**config.mk**
```make
export PLATFORM = sky130hd
export DESIGN_NAME = seg_scan_decoder
export DESIGN_NICKNAME = d
export VERILOG_FILES = /design/src/rtl/seg_scan_decoder.sv
export SDC_FILE = /design/constraint.sdc
export NUM_CORES = 1
export LEC_CHECK = 0
export BUFFER_PORTS_ARGS = -buffer_cell sky130_fd_sc_hd__buf_2
export CORE_MARGIN = 2
export CORE_UTILIZATION = 55
export CTS_CLUSTER_DIAMETER = 100
export CTS_CLUSTER_SIZE = 25
export DETAILED_ROUTE_END_ITERATION = 10
export GPL_ROUTABILITY_DRIVEN = 0
export GPL_TIMING_DRIVEN = 1
export MAX_ROUTING_LAYER = met4
export PLACE_DENSITY = 0.81
export REMOVE_ABC_BUFFERS = 1
export SYNTH_ARGS = -nofsm -noshare
export SYNTH_HDL_FRONTEND = slang
export SYNTH_SLANG_ARGS = --single-unit
export TNS_END_PERCENT = 100
```
**constraint.sdc**
```tcl
create_clock -name clk -period 6.7 [get_ports clk]
set_input_delay 0.67 -clock clk [delete_from_list [all_inputs] [get_ports clk]]
set_output_delay 0.67 -clock clk [all_outputs]
set_load 0.05 [all_outputs]
```
**src/rtl/seg_scan_decoder.sv**
```systemverilog
// Seven-segment scan readback: registers the multiplexed display bus, waits for each
// position's pattern to hold steady, decodes it, and presents whole frames on valid/ready.
module seg_scan_decoder #(
  parameter int DIGITS        = 4,
  parameter int STABLE_CYCLES = 4
) (
  input  logic                  clk,
  input  logic                  reset,
  input  logic [6:0]            segments,
  input  logic [DIGITS-1:0]     digit_sel,
  output logic                  frame_valid,
  input  logic                  frame_ready,
  output logic [4*DIGITS-1:0]   frame_digits,
  output logic [DIGITS-1:0]     frame_blank,
  output logic [DIGITS-1:0]     frame_err,
  output logic                  overrun
);

  localparam int CNT_W = $clog2(STABLE_CYCLES + 1);
  localparam logic [CNT_W-1:0] CNT_MAX = CNT_W'(STABLE_CYCLES);

  // Returns {blank, err, value}.
  function automatic logic [5:0] decode_seg(input logic [6:0] s);
    logic [5:0] r;
    case (s)
      7'h7E:   r = {2'b00, 4'd0};
      7'h30:   r = {2'b00, 4'd1};
      7'h6D:   r = {2'b00, 4'd2};
      7'h79:   r = {2'b00, 4'd3};
      7'h33:   r = {2'b00, 4'd4};
      7'h5B:   r = {2'b00, 4'd5};
      7'h5F:   r = {2'b00, 4'd6};
      7'h70:   r = {2'b00, 4'd7};
      7'h7F:   r = {2'b00, 4'd8};
      7'h7B:   r = {2'b00, 4'd9};
      7'h00:   r = {2'b10, 4'hF};
      default: r = {2'b01, 4'hE};
    endcase
    return r;
  endfunction

  function automatic logic [CNT_W-1:0] sat_inc(input logic [CNT_W-1:0] c);
    return (c == CNT_MAX) ? c : c + CNT_W'(1);
  endfunction

  logic [6:0]          seg_p0_q, seg_p1_q;
  logic [DIGITS-1:0]   sel_p0_q, sel_p1_q;
  logic [CNT_W-1:0]    cnt_q, cnt_d;
  logic [DIGITS-1:0]   seen_q, seen_d;
  logic [3:0]          val_q [DIGITS];
  logic [3:0]          val_d [DIGITS];
  logic [DIGITS-1:0]   blank_q, blank_d, err_q, err_d;
  logic                fv_q, fv_d, ovr_q, ovr_d;
  logic [4*DIGITS-1:0] digits_q, digits_d;
  logic [DIGITS-1:0]   oblank_q, oblank_d, oerr_q, oerr_d;

  logic       changed, onehot, capture, complete, out_free;
  logic [5:0] dec;

  // Stage 1: stability tracking on the registered bus copy
  always_comb begin
    changed = {seg_p0_q, sel_p0_q} != {seg_p1_q, sel_p1_q};
    onehot  = (sel_p0_q != '0) && ((sel_p0_q & (sel_p0_q - DIGITS'(1))) == '0);
    if (!onehot)      cnt_d = '0;
    else if (changed) cnt_d = CNT_W'(1);
    else              cnt_d = sat_inc(cnt_q);
    // Fires only on the transition into CNT_MAX, so a held pair captures once.
    capture = onehot && (cnt_d == CNT_MAX) && (changed || (cnt_q != CNT_MAX));
  end

  // Stage 2: capture into shadow slots and frame hand-off
  always_comb begin
    dec      = decode_seg(seg_p0_q);
    seen_d   = seen_q;
    val_d    = val_q;
    blank_d  = blank_q;
    err_d    = err_q;
    fv_d     = fv_q;
    ovr_d    = ovr_q;
    digits_d = digits_q;
    oblank_d = oblank_q;
    oerr_d   = oerr_q;
    out_free = !fv_q || frame_ready;
    if (capture) begin
      seen_d = seen_q | sel_p0_q;
      for (int i = 0; i < DIGITS; i++) begin
        if (sel_p0_q[i]) begin
          val_d[i]   = dec[3:0];
          blank_d[i] = dec[5];
          err_d[i]   = dec[4];
        end
      end
    end
    complete = capture && (&seen_d);
    if (complete) begin
      seen_d = '0;
      if (out_free) begin
        fv_d     = 1'b1;
        oblank_d = blank_d;
        oerr_d   = err_d;
        for (int i = 0; i < DIGITS; i++) digits_d[4*i +: 4] = val_d[i];
      end else begin
        ovr_d = 1'b1;
      end
    end else if (fv_q && frame_ready) begin
      fv_d = 1'b0;
    end
  end

  always_ff @(posedge clk) begin
    if (reset) begin
      seg_p0_q <= '0;
      sel_p0_q <= '0;
      seg_p1_q <= '0;
      sel_p1_q <= '0;
      cnt_q    <= '0;
      seen_q   <= '0;
      for (int i = 0; i < DIGITS; i++) val_q[i] <= '0;
      blank_q  <= '0;
      err_q    <= '0;
      fv_q     <= 1'b0;
      ovr_q    <= 1'b0;
      digits_q <= '0;
      oblank_q <= '0;
      oerr_q   <= '0;
    end else begin
      seg_p0_q <= segments;
      sel_p0_q <= digit_sel;
      seg_p1_q <= seg_p0_q;
      sel_p1_q <= sel_p0_q;
      cnt_q    <= cnt_d;
      seen_q   <= seen_d;
      val_q    <= val_d;
      blank_q  <= blank_d;
      err_q    <= err_d;
      fv_q     <= fv_d;
      ovr_q    <= ovr_d;
      digits_q <= digits_d;
      oblank_q <= oblank_d;
      oerr_q   <= oerr_d;
    end
  end

  assign frame_valid  = fv_q;
  assign overrun      = ovr_q;
  assign frame_digits = digits_q;
  assign frame_blank  = oblank_q;
  assign frame_err    = oerr_q;

endmodule

```
==> impl_metrics.toml, run 1 <==
[finish]
postLayoutCellArea_um2 = 3572
layoutNonFillerInstCount = 433
syn2layout_area_growth_pct = 12.00
layout.nets = 372
fill_cells = 480
n_antenna_cell = 0
drive_gt1_share_pct = 20.50

[synthesis]
seq_area_frac_synth_pct = 49.59
ys_warn_count = 0
syn_inst = 327
number_of_unique_standard_cell_types_used_by_synthesis = 43
postSynthAreaPerCell_um2 = 9.753
ys_seq_elements = 79
syn-cell-area_um2 = 3189

[floorplan]
die_w_um = 80.15
die-area_um2 = 6424
start_util_pct = 57.57
core_region_area_um2 = 5540
row_count = 27
floorplan.die.height_um = 80.15
pin_count = 40

[route]
detailroute.via_count = 2388
post_drt_wl_per_cell_um = 14.42
drt_first_pass_iters = 4
first_iter_violations = 122
antenna_left = 0
detail_route.drc_violations = 0
wire_length_reported_by_the_detailed_router_um = 6242
vias_per_cell = 5.515

[run]
timing.max_cap.violations = 0

[worst_setup_path]
worstPathArrival_ns = 3.07
timing.critical_path.from_type = "flop"
worstSetupEndpointType = "flop"
slowest_cell_on_the_critical_path = "sky130_fd_sc_hd__dfxtp_1"
critPathKind = "flop to flop"
timing.critical_path.required_ns = 6.98
critical_path_peak_fanout = 19
critical-path-max-stage-delay_ns = 0.38
path_cells = "inv_1 -> ha_1 -> nor3b_1 -> o21ai_0 -> or2_4 -> nor4_4 -> buf_4 -> nand2_4 -> o22ai_2"

[cts]
clk_latency_ns = 0.36
cts.reportedPaths.clkPinSlew_ns = 0.09
cts_tree = "done"
post-cts-setup-buffer-count = 0
cts.repair.resized = 0
ctsRootBufferMaster = "sky130_fd_sc_hd__clkbuf_8"
cts.sink_count = 79
cts-root-to-sink-buffers = 2
clock_tree.htree_level_count = 3
cts-buffers-inserted = 9
cts_hold_repair.buffers = 0

[timing]
slew_viol_final = 0
max_slew.worst_pin.slew_ns = 0.7527
hold_viol = 0
final.min_clock_period_ns = 2.794
skew_ns = 0.01166
grt_setup_unrepaired = "false"
timing.hold.ws_ns = 0.4690
period_share_pct = 41.70
max_slew_margin_pct = 49.36
clock.fmax_ghz = 0.3579
setup_viol = 0
fin_ws_ns = 3.906
setup_tns_ns = 0

[grt]
grt_overflow = 0
grt_antenna_before_repair = 0
via_count_of_the_first_global_routing_pass = 2140
grt_start_max_net_pins = 64
grt_pass1_wl_um = 10130
global_route.usage.total_pct = 21.11

[pwr]
peakVddDrop_uv = 145.5
leakage_nw = 1.401
power.density_nw_per_um2 = 235.1

[hold_path]
hold_path.class = "flop to flop"

[placement]
dp_slack_ns = 3.973
detailed_place.area_um2 = 3398
place.detailed.instances = 417
post-dp-hpwl_um = 4200
buffer_ports.inserted = 39

[run_status]
run_status = "finished, final reports clean"
==> flip-flops by register name, indices dropped and copies added, names as in the netlist, 7 cells and up <==
signal,count
frame_digits,16
seg_p0_q,7
seg_p1_q,7
val_q,16
==> cells by family after synthesis <==
logic type,count (synthesis),share of synthesized area (%)
AOI/OAI and AO/OA,50,12.12
xor gates and xnor gates,14,3.845
adders and majority gates,2,0.7845
buffers and inverters,27,3.648
DFF,79,49.59
muxes,24,7.532
and+or+nand+nor,131,22.48
==> stage by stage <==
stage	utilization [%]	power, mW
after detailed placement	61.34	0.5372
after global placement	61.34	0.5357
after global routing	64.48	0.8652
final	64.48	0.8397
after CTS	64.48	0.8460
after floorplan	-	0.5200
==> critical path: cells and delay by family, from the launching register on <==
| kind | cells | cell delay (ns) |
|---|---|---|
| DFF | 1 | 0.38 |
| adders and majority gates | 1 | 0.23 |
| AOI/OAI and AO/OA | 2 | 0.53 |
| and+or+nand+nor | 4 | 1.18 |
| buffers and inverters | 2 | 0.40 |
==> path summary, 6_finish.rpt <==
check / startpoint / cells after the start / to / slack [ns]
setup / recovery: cnt_q[0] / 9 / frame_digits[14] / 3.91
hold / removal: overrun / 2 / overrun / 0.47
setup reg to reg: cnt_q[0] / 9 / frame_digits[14] / 3.91
hold reg to reg: overrun / 2 / overrun / 0.47
==> power breakdown <==
| group | switching, mW | total (mW) | leakage (nW) | internal, mW |
|---|---|---|---|---|
| clock | 0.177 | 0.313 | 0.0829 | 0.136 |
| sequential | 0.0108 | 0.487 | 0.641 | 0.476 |
| combinational | 0.0216 | 0.0399 | 0.677 | 0.0182 |
| total | 0.209 | 0.840 | 1.40 | 0.630 |
==> cell type report <==
cell class                      instances  area, um^2  area share, %
Sequential cell                        79        1582          44.27
Multi-Input combinational cell        221        1498          41.93
Timing Repair Buffer                   42       217.7          6.095
Clock buffer                           10       127.6          3.573
Tap cell                               72       90.09          2.522
Clock inverter                          6       46.29          1.296
Inverter                                3       11.26         0.3152
==> routing by layer <==
metal | wire, um | GRT usage [%] | vias to the layer above
met5 | 0 | - | -
met4 | 106 | 7.627 | 0
met3 | 306 | 5.393 | 12
met2 | 2836 | 31.08 | 55
met1 | 2992 | 28.20 | 1130
li1 | - | - | 1191
==> synthesized netlist by cell type, drive strengths merged <==
cell type  number  area, um^2
o21ai           7       35.03
nor3b           2       15.01
ha              2       25.02
and3b           1       8.760
nor2b          25       156.4
nand2          18       75.07
a21boi          1       7.510
a21oi           8       40.04
dfxtp          79        1582
nand3           6       30.03
nor3            8       50.05
or2             2       15.02
xnor2          14       122.6
a31oi           3       18.77
nor4            5       46.29
nor2           42       157.7
a211oi          8       60.06
nand2b          5       31.28
nand3b          2       15.01
o211ai          4       30.03
a311o           1       10.01
clkbuf         18       68.81
buf             6       36.28
and3            4       25.02
or4b            2       20.02
and2            1       6.260
nand4           2       12.51
mux2i          24       240.2
nor4bb          2       20.02
o22ai          13       143.9
or3             1       6.260
nor4b           3       26.28
inv             3       11.26
o21a            3       22.52
o311a           1       10.01
a32oi           1       8.760
==> placed cells by master (no fill, tap or decap), types with 2 or more instances in the layout <==
cell and n:
sky130_fd_sc_hd__clkinvlp_4 2, sky130_fd_sc_hd__xnor2_1 14, sky130_fd_sc_hd__inv_1 3, sky130_fd_sc_hd__nand4_1 2, sky130_fd_sc_hd__nor3_1 6, sky130_fd_sc_hd__buf_4 3, sky130_fd_sc_hd__dfxtp_1 79, sky130_fd_sc_hd__nand3b_1 2
sky130_fd_sc_hd__nor2b_1 25, sky130_fd_sc_hd__a21oi_1 8, sky130_fd_sc_hd__nor4_1 3, sky130_fd_sc_hd__nand2b_1 5, sky130_fd_sc_hd__nor4bb_1 2, sky130_fd_sc_hd__nor4b_1 3, sky130_fd_sc_hd__o21ai_0 7, sky130_fd_sc_hd__and3_1 4
sky130_fd_sc_hd__o22ai_2 10, sky130_fd_sc_hd__o22ai_1 3, sky130_fd_sc_hd__nand3_1 6, sky130_fd_sc_hd__mux2i_1 24, sky130_fd_sc_hd__or4b_1 2, sky130_fd_sc_hd__a31oi_1 3, sky130_fd_sc_hd__o211ai_1 4, sky130_fd_sc_hd__o21a_1 3
sky130_fd_sc_hd__nor3b_1 2, sky130_fd_sc_hd__clkbuf_8 9, sky130_fd_sc_hd__nor3_2 2, sky130_fd_sc_hd__nand2_1 17, sky130_fd_sc_hd__ha_1 2, sky130_fd_sc_hd__a211oi_1 8, sky130_fd_sc_hd__nor2_1 42, sky130_fd_sc_hd__buf_2 39
sky130_fd_sc_hd__clkinv_4 2
Note: power is estimated with default switching activity, not from simulation.
==> inputs of run 2 (changes only) <==
Settings changed: ABC_AREA from default to 1, CORE_UTILIZATION 55 to 53.
Clock period 6.7 ns to 2.3 ns, I/O delays scaled along.
==> run 2 against run 1 <==
- power rose to 3.3 times the previous value
- combinational power grew to 5.5 times the previous value
- sequential power rose to 2.9 times the previous value
- utilization increased by 0.48 points
- clock skew decreased by 0.0033 ns
- critical endpoint is now frame_digits[12]
==> impl_metrics.toml, run 2 <==
[cts]
ctsRootBufferMaster = "sky130_fd_sc_hd__clkbuf_8"
clk_latency_ns = 0.36
cts-root-to-sink-buffers = 2
cts_tree = "done"
clock_tree.htree_level_count = 3
cts-buffers-inserted = 9
cts.reportedPaths.clkPinSlew_ns = 0.08
cts.sink_count = 79

[synthesis]
ys_warn_count = 0
syn_inst = 531
synth_area_leaders = "sky130_fd_sc_hd__dfxtp_1 43%, sky130_fd_sc_hd__nand2_1 13%, sky130_fd_sc_hd__nor2_1 12%"
postSynthAreaPerCell_um2 = 6.975
yosys_most_used_dff = "sky130_fd_sc_hd__dfxtp_1"
synth_top_area_cell = "sky130_fd_sc_hd__dfxtp_1"
ys_seq_elements = 79
post_synth_edffs = 0
proportion_of_netlist_area_held_by_the_largest_area_contributor_pct = 42.70
number_of_unique_standard_cell_types_used_by_synthesis = 32
seq_area_frac_synth_pct = 42.70
synth.top_cells.by_count = "128 x sky130_fd_sc_hd__nand2_1, 119 x sky130_fd_sc_hd__nor2_1, 79 x sky130_fd_sc_hd__dfxtp_1"
syn-cell-area_um2 = 3704
post-synth-top-count-cell = "sky130_fd_sc_hd__nand2_1"
async_reset_ff_share_pct = 0

[timing]
clock.fmax_ghz = 0.4489
final.min_clock_period_ns = 2.227
timing.hold.ws_ns = 0.06286
max_slew.worst_pin.slew_ns = 0.7813
fin_ws_ns = 0.07257
hold_viol = 0
grt_setup_unrepaired = "true"
slew_viol_final = 0
setup_viol = 0
skew_ns = 0.008360
max_slew_margin_pct = 47.59
setup_tns_ns = 0
period_share_pct = 96.84

[placement]
detailed_place.area_um2 = 4015
place.detailed.instances = 661
buffer_ports.inserted = 39
dp_slack_ns = -0.01480
post-dp-hpwl_um = 5694

[finish]
fill_cells = 601
layout_commonest_cell = "sky130_fd_sc_hd__nand2_1"
syn2layout_area_growth_pct = 19.16
post_route_utilization_pct = 64.95
multi_input_logic_area_um2 = 1742
mostFrequentLayoutCells = "121 x sky130_fd_sc_hd__nand2_1, 115 x sky130_fd_sc_hd__nor2_1, 67 x sky130_fd_sc_hd__dfxtp_1"
register_area_um2 = 1602
layout.nets = 600
drive_gt1_share_pct = 23.94
n_antenna_cell = 0
layoutNonFillerInstCount = 685
postLayoutCellArea_um2 = 4413

[grt]
groute.layer.met3.usage_pct = 5.372
grt_pass1_wl_um = 13210
via_count_of_the_first_global_routing_pass = 2937
use_met1_pct = 29.54
global_route.usage.total_pct = 22.99
global_route.peak_usage_layer = "met2"
grt_overflow = 0
grt_start_max_net_pins = 51
grt_use_met2_pct = 34.64
grt_antenna_before_repair = 0

[worst_setup_path]
timing.rr.start = "seg_p0_q[1]"
worstPathArrival_ns = 2.48
regToRegEndpoint = "frame_digits[12]"
critPathKind = "flop to flop"
reg2reg_depth = 16
worstSetupEndpointType = "flop"
timing.critical_path.from_type = "flop"
timing.critical_path.required_ns = 2.55
critical_path_peak_fanout = 7
setup.reg_to_reg.worst_slack_ns = 0.07

[hold_path]
hp-start = "segments[1]"
hold_path.class = "input pin to flop"
hold-path-cell-count = 3
worst_hold_path.endpoint = "seg_p0_q[1]"

[pwr]
post_route_total_power_mw = 2.759
power.density_nw_per_um2 = 625.1
leakage_nw = 2.160
peakVddDrop_uv = 438.2

[floorplan]
start_util_pct = 54.51
row_count = 30
core_region_area_um2 = 6794
pin_count = 40
die-area_um2 = 7673
die_w_um = 87.60
floorplan.die.height_um = 87.60

[route]
detail_route.drc_violations = 0
post_drt_wl_per_cell_um = 12.06
vias_per_cell = 4.981
drt_first_pass_iters = 5
first_iter_violations = 295
wire_length_reported_by_the_detailed_router_um = 8259
antenna_left = 0
detailroute.via_count = 3412

[run]
timing.max_cap.violations = 0

[run_status]
run_status = "finished, final reports clean"
==> run 2: timing repair <==
action | 4_1_cts | 5_1_grt
hold buffers | 0 | 0
endpoints found under the setup margin | 23 | 35
setup buffers | 2 | 6
resized for setup | 2 | 43
pin swaps | 2 | 19
==> run 2: logic make-up after synthesis <==
family,Yosys count,synth area share (%)
and+or+nand+nor,326,40.30
adders and majority gates,2,0.6756
AOI/OAI and AO/OA,17,2.635
DFF,79,42.70
buffers and inverters,101,12.26
xor gates and xnor gates,6,1.419
==> run 2: area by class of cell <==
class / count / share of cell area [%]
inverter: 76 / 6.578
clock inverter: 5 / 1.871
timing repair buffer: 67 / 10.09
multi-input combinational: 351 / 39.47
clock buffer: 11 / 2.977
sequential: 79 / 36.29
tap: 96 / 2.722
==> run 2: power by group <==
| part | internal, mW | total (mW) | switching, mW |
|---|---|---|---|
| Combinational | 0.0739 | 0.220 | 0.146 |
| Clock | 0.612 | 1.13 | 0.521 |
| Sequential | 1.39 | 1.41 | 0.0180 |
| Total | 2.07 | 2.76 | 0.686 |
==> run 2: worst max-delay path: stages, from the launching register on <==
cell,delay [ns]
sky130_fd_sc_hd__dfxtp_4,0.36
sky130_fd_sc_hd__inv_2,0.05
sky130_fd_sc_hd__nand2_2,0.06
sky130_fd_sc_hd__nand2_1,0.05
sky130_fd_sc_hd__nor2_1,0.11
sky130_fd_sc_hd__nand2_1,0.09
sky130_fd_sc_hd__nor2_4,0.13
sky130_fd_sc_hd__nand3_2,0.11
sky130_fd_sc_hd__nor2_4,0.23
sky130_fd_sc_hd__nand3_2,0.14
sky130_fd_sc_hd__nand2_4,0.13
sky130_fd_sc_hd__nand2_4,0.06
sky130_fd_sc_hd__nor2_4,0.19
sky130_fd_sc_hd__buf_6,0.15
sky130_fd_sc_hd__nand4_1,0.09
sky130_fd_sc_hd__nand2_1,0.11
sky130_fd_sc_hd__nor2_1,0.07
==> run 2: routing by layer <==
layer	routed length [um]	vias up
met5	0	-
met4	189	0
met3	450	17
met2	3859	104
met1	3759	1552
li1	-	1739
==> run 2: worst max-delay path by stage <==
stage | from | end
2_1_floorplan | sel_p0_q[2] | frame_blank[0]
3_3_place_gp | cnt_q[0] | frame_digits[12]
3_5_place_dp | cnt_q[0] | frame_digits[8]
4_1_cts | cnt_q[0] | frame_digits[12]
5_1_grt | cnt_q[1] | frame_digits[12]
6_report | seg_p0_q[1] | frame_digits[12]
==> inputs of run 3 (changes only) <==
Settings changed: CORE_ASPECT_RATIO from default to 1.75.
==> run 3 against run 2 <==
- the run now ends with setup timing left
- register-to-register slack worse by 0.096 ns
- non-clock buffer count is 5 higher
- largest cell class unchanged
- utilization up 2.3 points
- wire length up 7.5%
- cell area increased by 3.8%
- critical path type unchanged
- highest routed layer unchanged
- cell count is 1.0% lower
- hold slack improved by 0.021 ns
- first-iteration DRC count increased by 9.2%
- clock skew fell by 0.0026 ns
- clock power up 25%
- combinational power increased by 4%
==> impl_metrics.toml, run 3 (synthesis gave the netlist of run 2 again) <==
[pwr]
power_frac_clock_pct = 46.3
share_comb_of_total_power_pct = 7.5
netSwitchingFraction_pct = 23.41
switchingPower_mw = 0.7139
internal_power_mw = 2.336
leakage_nw = 2.235
share_seq_of_total_power_pct = 46.2
power.density_nw_per_um2 = 665.9
peakVddDrop_uv = 580.3
post_route_total_power_mw = 3.050

[worst_setup_path]
critical_path_peak_fanout = 5
critical_path.top_delay_family = "simple AND/OR/NAND/NOR gates"
timing.critical_path.from_type = "flop"
slowest_cell_on_the_critical_path = "sky130_fd_sc_hd__dfxtp_2"
critical_path_buf_inv_count = 5
regToRegEndpoint = "frame_digits[12]"
setup.reg_to_reg.worst_slack_ns = -0.02
timing.critical_path.depth = 17
worstSetupEndpointType = "flop"
timing.critical_path.required_ns = 2.54
timing.rr.start = "cnt_q[0]"
critPathKind = "flop to flop"
critical-path-max-stage-delay_ns = 0.33
worstPathArrival_ns = 2.57
reg2reg_depth = 17
path_cells = "inv_2 -> ha_4 -> nand3b_1 -> o21ai_2 -> nor2_2 -> nand3_4 -> nor2_4 -> buf_6 -> nand3_4 -> nand2_4 -> inv_4 -> nor2_4 -> buf_12 -> clkbuf_16 -> nand4_1 -> nand2_1 -> nor2_1"

[route]
antenna_left = 0
detail_route.drc_violations = 0
vias_per_cell = 5.152
post_drt_wl_per_cell_um = 13.10
first_iter_violations = 322
wire_length_reported_by_the_detailed_router_um = 8879
detailroute.via_count = 3493
drt_first_pass_iters = 5

[timing]
timing.hold.ws_ns = 0.08390
max_slew_margin_pct = 52.24
fin_ws_ns = -0.02373
setup_tns_ns = -0.06480
hold_viol = 0
final.min_clock_period_ns = 2.324
slew_viol_final = 0
clock.fmax_ghz = 0.4303
period_share_pct = 101.0
setup_viol = 5
skew_ns = 0.005797
max_slew.worst_pin.slew_ns = 0.7155
grt_setup_unrepaired = "true"

[grt]
grt_antenna_before_repair = 0
grt_start_max_net_pins = 38
grt_overflow = 0
via_count_of_the_first_global_routing_pass = 3285
global_route.usage.total_pct = 25.33
grt_pass1_wl_um = 14280

[finish]
mostFrequentLayoutCells = "121 x sky130_fd_sc_hd__nand2_1, 116 x sky130_fd_sc_hd__nor2_1, 68 x sky130_fd_sc_hd__dfxtp_1"
drive_gt1_share_pct = 24.41
post_route_utilization_pct = 67.30
n_antenna_cell = 0
fill_cells = 555
multi_input_logic_area_um2 = 1760
layout_commonest_cell = "sky130_fd_sc_hd__nand2_1"
layout.nets = 605
postLayoutCellArea_um2 = 4581
layoutNonFillerInstCount = 678
syn2layout_area_growth_pct = 23.68
register_area_um2 = 1603

[floorplan]
row_count = 40
die-area_um2 = 7699
die_w_um = 67.19
floorplan.die.height_um = 114.6
pin_count = 40
core_region_area_um2 = 6807
start_util_pct = 54.41

[placement]
detailed_place.area_um2 = 4005
buffer_ports.inserted = 39
place.detailed.instances = 648
post-dp-hpwl_um = 5948
dp_slack_ns = -0.09047

[hold_path]
hold_path.class = "input pin to flop"
hp-start = "segments[6]"
hold-path-cell-count = 3
worst_hold_path.endpoint = "seg_p0_q[6]"

[cts]
ctsRootBufferMaster = "sky130_fd_sc_hd__clkbuf_16"
cts_tree = "done"
cts-root-to-sink-buffers = 2
clk_latency_ns = 0.34
cts-buffers-inserted = 9
cts.reportedPaths.clkPinSlew_ns = 0.06
clock_tree.htree_level_count = 3
cts.sink_count = 79

[run]
timing.max_cap.violations = 0

[run_status]
run_status = "complete, but fails checks"
failed_checks = "setup timing"
## run 3: power by group through the flow
| stage | registers (mW) | clock network, mW | logic (mW) |
|---|---|---|---|
| after floorplan | 1.44 | 0 | 0.125 |
| after global placement | 1.44 | 0 | 0.194 |
| after detailed placement | 1.44 | 0 | 0.201 |
| after CTS | 1.41 | 1.43 | 0.207 |
| after global routing | 1.41 | 1.48 | 0.255 |
| final | 1.41 | 1.41 | 0.229 |
## run 3: worst max path at each step
stage / to / start / slack (ns)
3_3_place_gp: frame_blank[1] / cnt_q[0] / 0.08
5_1_grt: frame_digits[9] / sel_p0_q[1] / -0.14
4_1_cts: frame_blank[1] / cnt_q[1] / 0.02
3_5_place_dp: frame_blank[1] / cnt_q[0] / -0.09
6_report: frame_digits[12] / cnt_q[0] / -0.02
2_1_floorplan: frame_blank[0] / sel_p0_q[2] / -0.31
## run 3: repair_timing
| action | CTS | global route |
|---|---|---|
| gates resized for setup | 19 | 29 |
| hold buffers | 0 | 0 |
| pin swaps | 10 | 11 |
| gates cloned | 1 | 1 |
| endpoints found under the hold margin | 0 | 0 |
| buffers inserted | 10 | 3 |
| endpoints found under the setup margin | 24 | 26 |
## run 3: area by class of cell
class | instances | area share, %
Multi-Input combinational cell | 351 | 38.43
Sequential cell | 79 | 34.99
Timing Repair Buffer | 72 | 11.36
Inverter | 76 | 6.392
Clock buffer | 11 | 5.299
Tap cell | 84 | 2.294
Clock inverter | 5 | 1.229
## run 3: worst min-delay path, delay by kind of cell
| family | cells | cell delay (ns) |
|---|---|---|
| and+or+nand+nor | 1 | 0.03 |
| buffers and inverters | 2 | 0.13 |
## run 3: layer usage
layer / routed length (um) / share of wire [%] / track usage, %
met1: 3250 / 37 / 24.67
met2: 4735 / 53 / 43.23
met3: 405 / 4.6 / 6.686
met4: 488 / 5.5 / 15.65
met5: 0 / 0 / -
